===== config.mk =====
export PLATFORM = sky130hd
export DESIGN_NAME = mem_arbiter
export DESIGN_NICKNAME = d
export VERILOG_FILES = /design/src/rtl/mem_arbiter.sv
export SDC_FILE = /design/constraint.sdc
export NUM_CORES = 1
export LEC_CHECK = 0
export ABC_AREA = 1
export BUFFER_PORTS_ARGS = -buffer_cell sky130_fd_sc_hd__buf_2
export CORE_MARGIN = 5
export CORE_UTILIZATION = 45
export DETAILED_ROUTE_END_ITERATION = 6
export GPL_TIMING_DRIVEN = 0
export PLACE_DENSITY_LB_ADDON = 0.25
export SYNTH_ARGS = -nofsm -noshare
export SYNTH_HDL_FRONTEND = slang
export SYNTH_SLANG_ARGS = --single-unit

===== constraint.sdc =====
create_clock -name clk -period 1.6 [get_ports clk]
set_input_delay 0.4 -clock clk [delete_from_list [all_inputs] [get_ports clk]]
set_output_delay 0.4 -clock clk [all_outputs]
set_load 0.1 [all_outputs]

===== src/rtl/mem_arbiter.sv =====
// Two-port (instruction fetch / data) arbiter in front of a single-outstanding
// memory controller, with round-robin tie-breaking and a per-transaction timeout.
module mem_arbiter #(
  parameter int TIMEOUT = 15
) (
  input  logic        clk,
  input  logic        rst_n,
  input  logic        if_req,
  input  logic [23:0] if_addr,
  output logic        if_ack,
  output logic [31:0] if_rdata,
  input  logic        d_req,
  input  logic        d_we,
  input  logic [1:0]  d_mode,
  input  logic [23:0] d_addr,
  input  logic [31:0] d_wdata,
  output logic        d_ack,
  output logic [31:0] d_rdata,
  output logic        err,
  output logic [23:0] mem_addr,
  output logic        mem_we,
  output logic [31:0] mem_data_in,
  output logic        mem_enable,
  output logic [1:0]  mem_instr_mode,
  input  logic [31:0] mem_data_out,
  input  logic        mem_op_r
);

  typedef enum logic [1:0] {IDLE, ISSUE, WAIT, DONE} state_t;
  localparam int CW = $clog2(TIMEOUT + 1);

  state_t        state;
  logic [CW-1:0] cnt;
  logic          owner_d;  // 1 = data port owns the transaction in flight
  logic          last_d;   // 1 = data port was granted most recently
  logic          pick_d;

  // NOTE: the arbitration decision is a continuous assign, so it has a value
  // on every path and can never infer a latch.
  assign pick_d = d_req && (!if_req || !last_d);

  always_ff @(posedge clk) begin
    if (!rst_n) begin
      state          <= IDLE;
      cnt            <= '0;
      owner_d        <= 1'b0;
      last_d         <= 1'b0;
      if_ack         <= 1'b0;
      d_ack          <= 1'b0;
      err            <= 1'b0;
      if_rdata       <= '0;
      d_rdata        <= '0;
      mem_addr       <= '0;
      mem_we         <= 1'b0;
      mem_data_in    <= '0;
      mem_enable     <= 1'b0;
      mem_instr_mode <= 2'b00;
    end else begin
      // NOTE: state and outputs update with non-blocking assignments so every
      // branch below reads the values from before this clock edge.
      if_ack     <= 1'b0;
      d_ack      <= 1'b0;
      err        <= 1'b0;
      mem_enable <= 1'b0;

      unique case (state)
        IDLE: begin
          if (if_req || d_req) begin
            owner_d        <= pick_d;
            mem_addr       <= pick_d ? d_addr : if_addr;
            mem_we         <= pick_d && d_we;
            mem_instr_mode <= pick_d ? d_mode : 2'b00;
            mem_data_in    <= pick_d ? d_wdata : '0;
            mem_enable     <= 1'b1;
            state          <= ISSUE;
          end
        end

        ISSUE: begin
          cnt   <= '0;
          state <= WAIT;
        end

        WAIT: begin
          cnt <= cnt + CW'(1);
          // A ready pulse on the last allowed cycle still counts as success.
          if (mem_op_r || cnt == CW'(TIMEOUT - 1)) begin
            err <= !mem_op_r;
            if (owner_d) begin
              d_rdata <= (mem_op_r && !mem_we) ? mem_data_out : '0;
              d_ack   <= 1'b1;
            end else begin
              if_rdata <= (mem_op_r && !mem_we) ? mem_data_out : '0;
              if_ack   <= 1'b1;
            end
            state <= DONE;
          end
        end

        DONE: begin
          last_d         <= owner_d;
          mem_addr       <= '0;
          mem_we         <= 1'b0;
          mem_data_in    <= '0;
          mem_instr_mode <= 2'b00;
          state          <= IDLE;
        end

        default: state <= IDLE;
      endcase
    end
  end

endmodule


* Yosys cells after proc, flatten, opt, wreduce, memory -nomap -nowiden
Cells that the tools add are included.
** Storage, ports and cells
- Bits of input ports :: 120
- Word-level logic and storage cells :: 61
- Bits in registers :: 135
** Operators by class
- Equality and inequality tests :: 6
- Reductions and logical operators :: 20
- Bitwise operators :: 1
- $add $sub $neg :: 1
- Multiplexer cells :: 19
** Operator list (count)
- $mux W32 :: 3
- $pmux W32 S2 :: 1
- $mux W24 :: 2
- $pmux W24 S2 :: 1
- $reduce_and A3 Y1 :: 3
- $mux W2 :: 4
- $pmux W2 S4 :: 1
- $pmux W4 S2 :: 1
- $reduce_and A2 Y1 :: 4
- $add A4 B1 Y4 const B :: 1
- $eq A2 B2 Y1 const B :: 2
- $eq A4 B4 Y1 const B :: 1
- $logic_not A1 Y1 :: 4
- $mux W1 :: 4
- $ne A2 B2 Y1 const B :: 2
- $pmux W2 S2 :: 1
- $reduce_bool A2 Y1 :: 2
- $logic_and A1 B1 Y1 :: 3
- $logic_or A1 B1 Y1 :: 3
- $eq A2 B1 Y1 const B :: 1
- $logic_not A2 Y1 :: 1
- $pmux W1 S2 :: 1
- $not A1 Y1 :: 1

* Depth between registers and ports, before layout
- Depth in word-level cells :: 6
- Depth in mapped cells :: 9
- Mapped depth without buffers :: 8

* Least setup slack after synthesis
OpenSTA, ideal clock, no wires.
- Path type :: register to register
- Start :: register mem_we
- End :: register d_rdata[0]
- Required time :: 1.483 ns
- Setup time :: 0.117 ns
- Stages on the path, launching flop included :: 7
- Path slack :: -0.247 ns
- Buffers on the path :: 1
- Period minus slack after synthesis :: 1.847 ns
- Arrival :: 1.730 ns
- Cell sequence :: dfxtp_1 -> inv_1 -> nand2_1 -> buf_1 -> nor2_1 -> o21ai_0 -> nor2_1
** On the way
- Word-level cells in the longest chain between the ends :: 3
** Ends and longest elaborated chain
- start: declaration :: line 21 : output logic mem_we,
- start signal: assignment :: line 71 : mem_we <= pick_d && d_we;
- $logic_not A1 Y1 :: line 90 : d_rdata <= (mem_op_r && !mem_we) ? mem_data_out : '0;
- $logic_and A1 B1 Y1 :: line 90
- $mux W32 :: line 90
- end signal: assignment :: line 90
- end: declaration :: line 18 : output logic [31:0] d_rdata,
No other way between the ends.
A chain may end at the register's enable or synchronous reset.

* Worst setup path after layout
- Start :: register d_ack
- End :: output port d_ack
** RTL lines
- start: declaration :: line 17 : output logic d_ack,
- start signal: assignment :: line 49 : d_ack <= 1'b0;
- start signal: assignment :: line 62 : d_ack <= 1'b0;
- start signal: assignment :: line 91 : d_ack <= 1'b1;
No word-level cell between the ends.

==> summary.json <==
{
  "clockRootBuffer": "sky130_fd_sc_hd__clkbuf_16",
  "cp_delay_by_family_top": "buffers and inverters",
  "setup_slack_ps": 25.44,
  "tritoncts_clock_tree": "done",
  "postSynthCellCount": 766,
  "design.die.area_mm2": 0.01489,
  "post_synth_net_total": 892,
  "slew_viol_final": 0,
  "holdPathEnd": "err$_SDFF_PN0_",
  "clkSlewWorstSetupHoldPaths_ps": 60,
  "max-vdd-ir-drop_mv": 1.139,
  "cts_made_buffers": 17,
  "final_period_minus_worst_setup_slack_ps": 1575,
  "cpMaxStageDelayCell": "sky130_fd_sc_hd__buf_2",
  "grt_setup_unrepaired": "true",
  "num_vias": 6022,
  "outcome": "finished, final reports clean",
  "detailedRoute.firstPassIterationCount": 5,
  "finalCritPeriodShare_pct": 98.41,
  "antenna_found_initial": 1,
  "grt_pass1_vias": 5665,
  "peak_clock_frequency_supported_by_timing_ghz": 0.6351,
  "reg2reg_from": "state[1]$_SDFFE_PN0P_",
  "core_area_mm2": 0.01247,
  "wirelength_um": 17640,
  "setup-tns-final_ps": 0,
  "dpl-instance-area_mm2": 0.007089,
  "reg2regPathDepth": 7,
  "cts-root-to-sink-buffers": 2,
  "fin_skew_ps": 6.025,
  "synth_cell_types": 23,
  "wire_length_of_the_first_global_routing_pass_um": 27100,
  "crit_path_max_incr_delay_ps": 430,
  "r2r-end": "mem_addr[15]$_SDFFE_PN0P_",
  "timing.hold.worst_path_depth": 2,
  "viasPerCell": 4.936,
  "preCtsSetupSlack_ps": -327.1,
  "placedCellCount": 1183,
  "worst_slew_margin_rel_pct": 58.73,
  "cp_data_required_time_ps": 1200,
  "numClockSinks": 135,
  "worst-slew-pin-transition_ps": 619.0,
  "syn-mean-instance-area_um2": 7.372,
  "detail_route.drc_violations": 0,
  "final-hold-violation-count": 0,
  "max_cap_violations": 0,
  "clkLatencyLatePin_ps": 420,
  "p_leak_nw": 3.807,
  "critPathLaunchType": "flip-flop",
  "post_route_cells_drive_above_1_share_pct": 32.82,
  "leading_cell_types_in_the_layout_fill_and_taps_excluded": "152 x sky130_fd_sc_hd__nand3_1, 151 x sky130_fd_sc_hd__buf_2, 131 x sky130_fd_sc_hd__dfxtp_1",
  "globalRouteTotalUtil_pct": 22.99,
  "place_congestion": 0.8213,
  "diodes": 0,
  "synth.cell_area_mm2": 0.005647,
  "rows": 41,
  "grt_remaining_overflow": 0,
  "worst-path-max-fanout": 1,
  "dieWidth_um": 122.0,
  "die-height_um": 122.0,
  "postLayoutCoreUtil_pct": 65.76,
  "power_per_cell_area_mw_per_mm2": 1794,
  "first_iter_violations": 339,
  "path_cells": "buf_2",
  "timing.critical_path.buf_inv": 1,
  "drt-wirelength-per-cell_um": 14.46,
  "layout_commonest_cell": "sky130_fd_sc_hd__nand3_1",
  "critPathCaptureType": "output pin",
  "min_from": "mem_op_r",
  "min_path_type": "primary input to flip-flop",
  "design_area_mm2": 0.008198,
  "final-instance-count-excl-fill": 1220,
  "numPortBuffers": 245,
  "io_pins": 247,
  "num-nets-final": 1161,
  "largest_net_degree_at_the_start_of_global_routing": 17,
  "report.final.setup_viol": 0,
  "share_of_synthesized_area_occupied_by_flip_flops_and_latches_pct": 47.86,
  "ant_nets": 0,
  "critical_path_class": "flip-flop to output pin",
  "worstPathArrival_ps": 1170,
  "reg2reg_setup_slack_ps": 80,
  "initial_core_util_pct": 45.30,
  "ys_ff_latch": 135,
  "sum_of_net_half_perimeters_after_detailed_placement_um": 12920,
  "yosysWarnings": 0,
  "cts_htree_levels": 4,
  "syn2layout_area_growth_pct": 45.18
}
-- layout make-up --
class                   instances  area (µm²)
clock buffers                  26       519.2
plain buffers                  60       345.3
inverters                      69       259.0
well taps                     172       215.2
clock inverters                 6       111.4
multi-input cells             502        2497
repair buffers                250        1543
fillers                      1170        4268
flip-flops and latches        135        2708
-- worst max-delay path by stage --
stage	from	to	slack (ps)	cells after the start
2_1_floorplan	state[0]$_SDFFE_PN0P_	if_rdata[10]$_SDFFE_PN0P_	70	8
6_report	d_ack$_SDFF_PN0_	d_ack	30	1
3_3_place_gp	state[0]$_SDFFE_PN0P_	if_rdata[24]$_SDFFE_PN0P_	-300	8
3_5_place_dp	state[0]$_SDFFE_PN0P_	if_rdata[27]$_SDFFE_PN0P_	-330	8
4_1_cts	state[0]$_SDFFE_PN0P_	if_rdata[5]$_SDFFE_PN0P_	-30	8
5_1_grt	state[0]$_SDFFE_PN0P_	mem_data_in[19]$_SDFFE_PN0P_	-10	8
-- cell usage after synthesis (all sizes together) --
cell / count / area share, %
a21oi: 98 / 8.7
and3: 1 / 0.11
buf: 28 / 2.7
clkbuf: 32 / 2.1
dfxtp: 135 / 48
ha: 6 / 1.3
inv: 69 / 4.6
nand2: 74 / 5.0
nand3: 153 / 14
nand3b: 24 / 3.2
nand4: 1 / 0.11
nor2: 106 / 7.0
nor3: 2 / 0.27
nor4: 1 / 0.11
o21ai: 35 / 3.2
xor2: 1 / 0.16
-- flip-flops by register name, summed over array words and instances (netlist names) --
register,flops
d_rdata,32
if_rdata,32
mem_data_in,32
mem_addr,24
cnt,4
mem_instr_mode,2
state,2
d_ack,1
err,1
if_ack,1
last_d,1
mem_enable,1
mem_we,1
owner_d,1
-- repair_timing --
| item | in CTS | in global routing |
|---|---|---|
| pin swaps | 1 | 3 |
| buffers inserted | 1 | 3 |
| hold buffers | 0 | 0 |
| resized for setup | 89 | 90 |
| endpoints found under the setup margin | 180 | 169 |
| cloned | 0 | 1 |
-- per-layer routing --
layer,part of all wire [%],vias to the layer above,global-route usage (%),wire (µm)
met4,2.4,2,9.804,427
met2,48,235,38.50,8503
met5,0.057,-,0,10
met3,8.8,37,7.521,1548
li1,-,3060,-,-
met1,41,2688,26.99,7151
-- where the power goes --
part           total, mW  leakage [nW]  internal, mW  switching [mW]
Combinational       6.48          2.40          1.64            4.84
Clock               4.13         0.307          2.70            1.43
Sequential          4.10          1.10          3.83           0.270
-- stage by stage --
| step | total power [mW] | hold slack [ps] |
|---|---|---|
| 2_1_floorplan | 8.820 | 450.8 |
| 3_5_place_dp | 9.944 | 450.0 |
| 6_report | 14.71 | 185.7 |
| 4_1_cts | 14.44 | 155.6 |
| 5_1_grt | 15.33 | 179.4 |
| 3_3_place_gp | 9.922 | 446.9 |
-- cells by family (layout without fill, tap and decap cells) --
kind of cell	Yosys count	count (layout)	synth area share (%)
xor+xnor	1	1	0.1551
simple gates	362	362	29.36
compound gates	133	133	11.85
flops	135	135	47.86
buf+inv	129	411	9.440
fa+ha+maj	6	6	1.329
No activity file was read; power rests on OpenSTA's default activity.
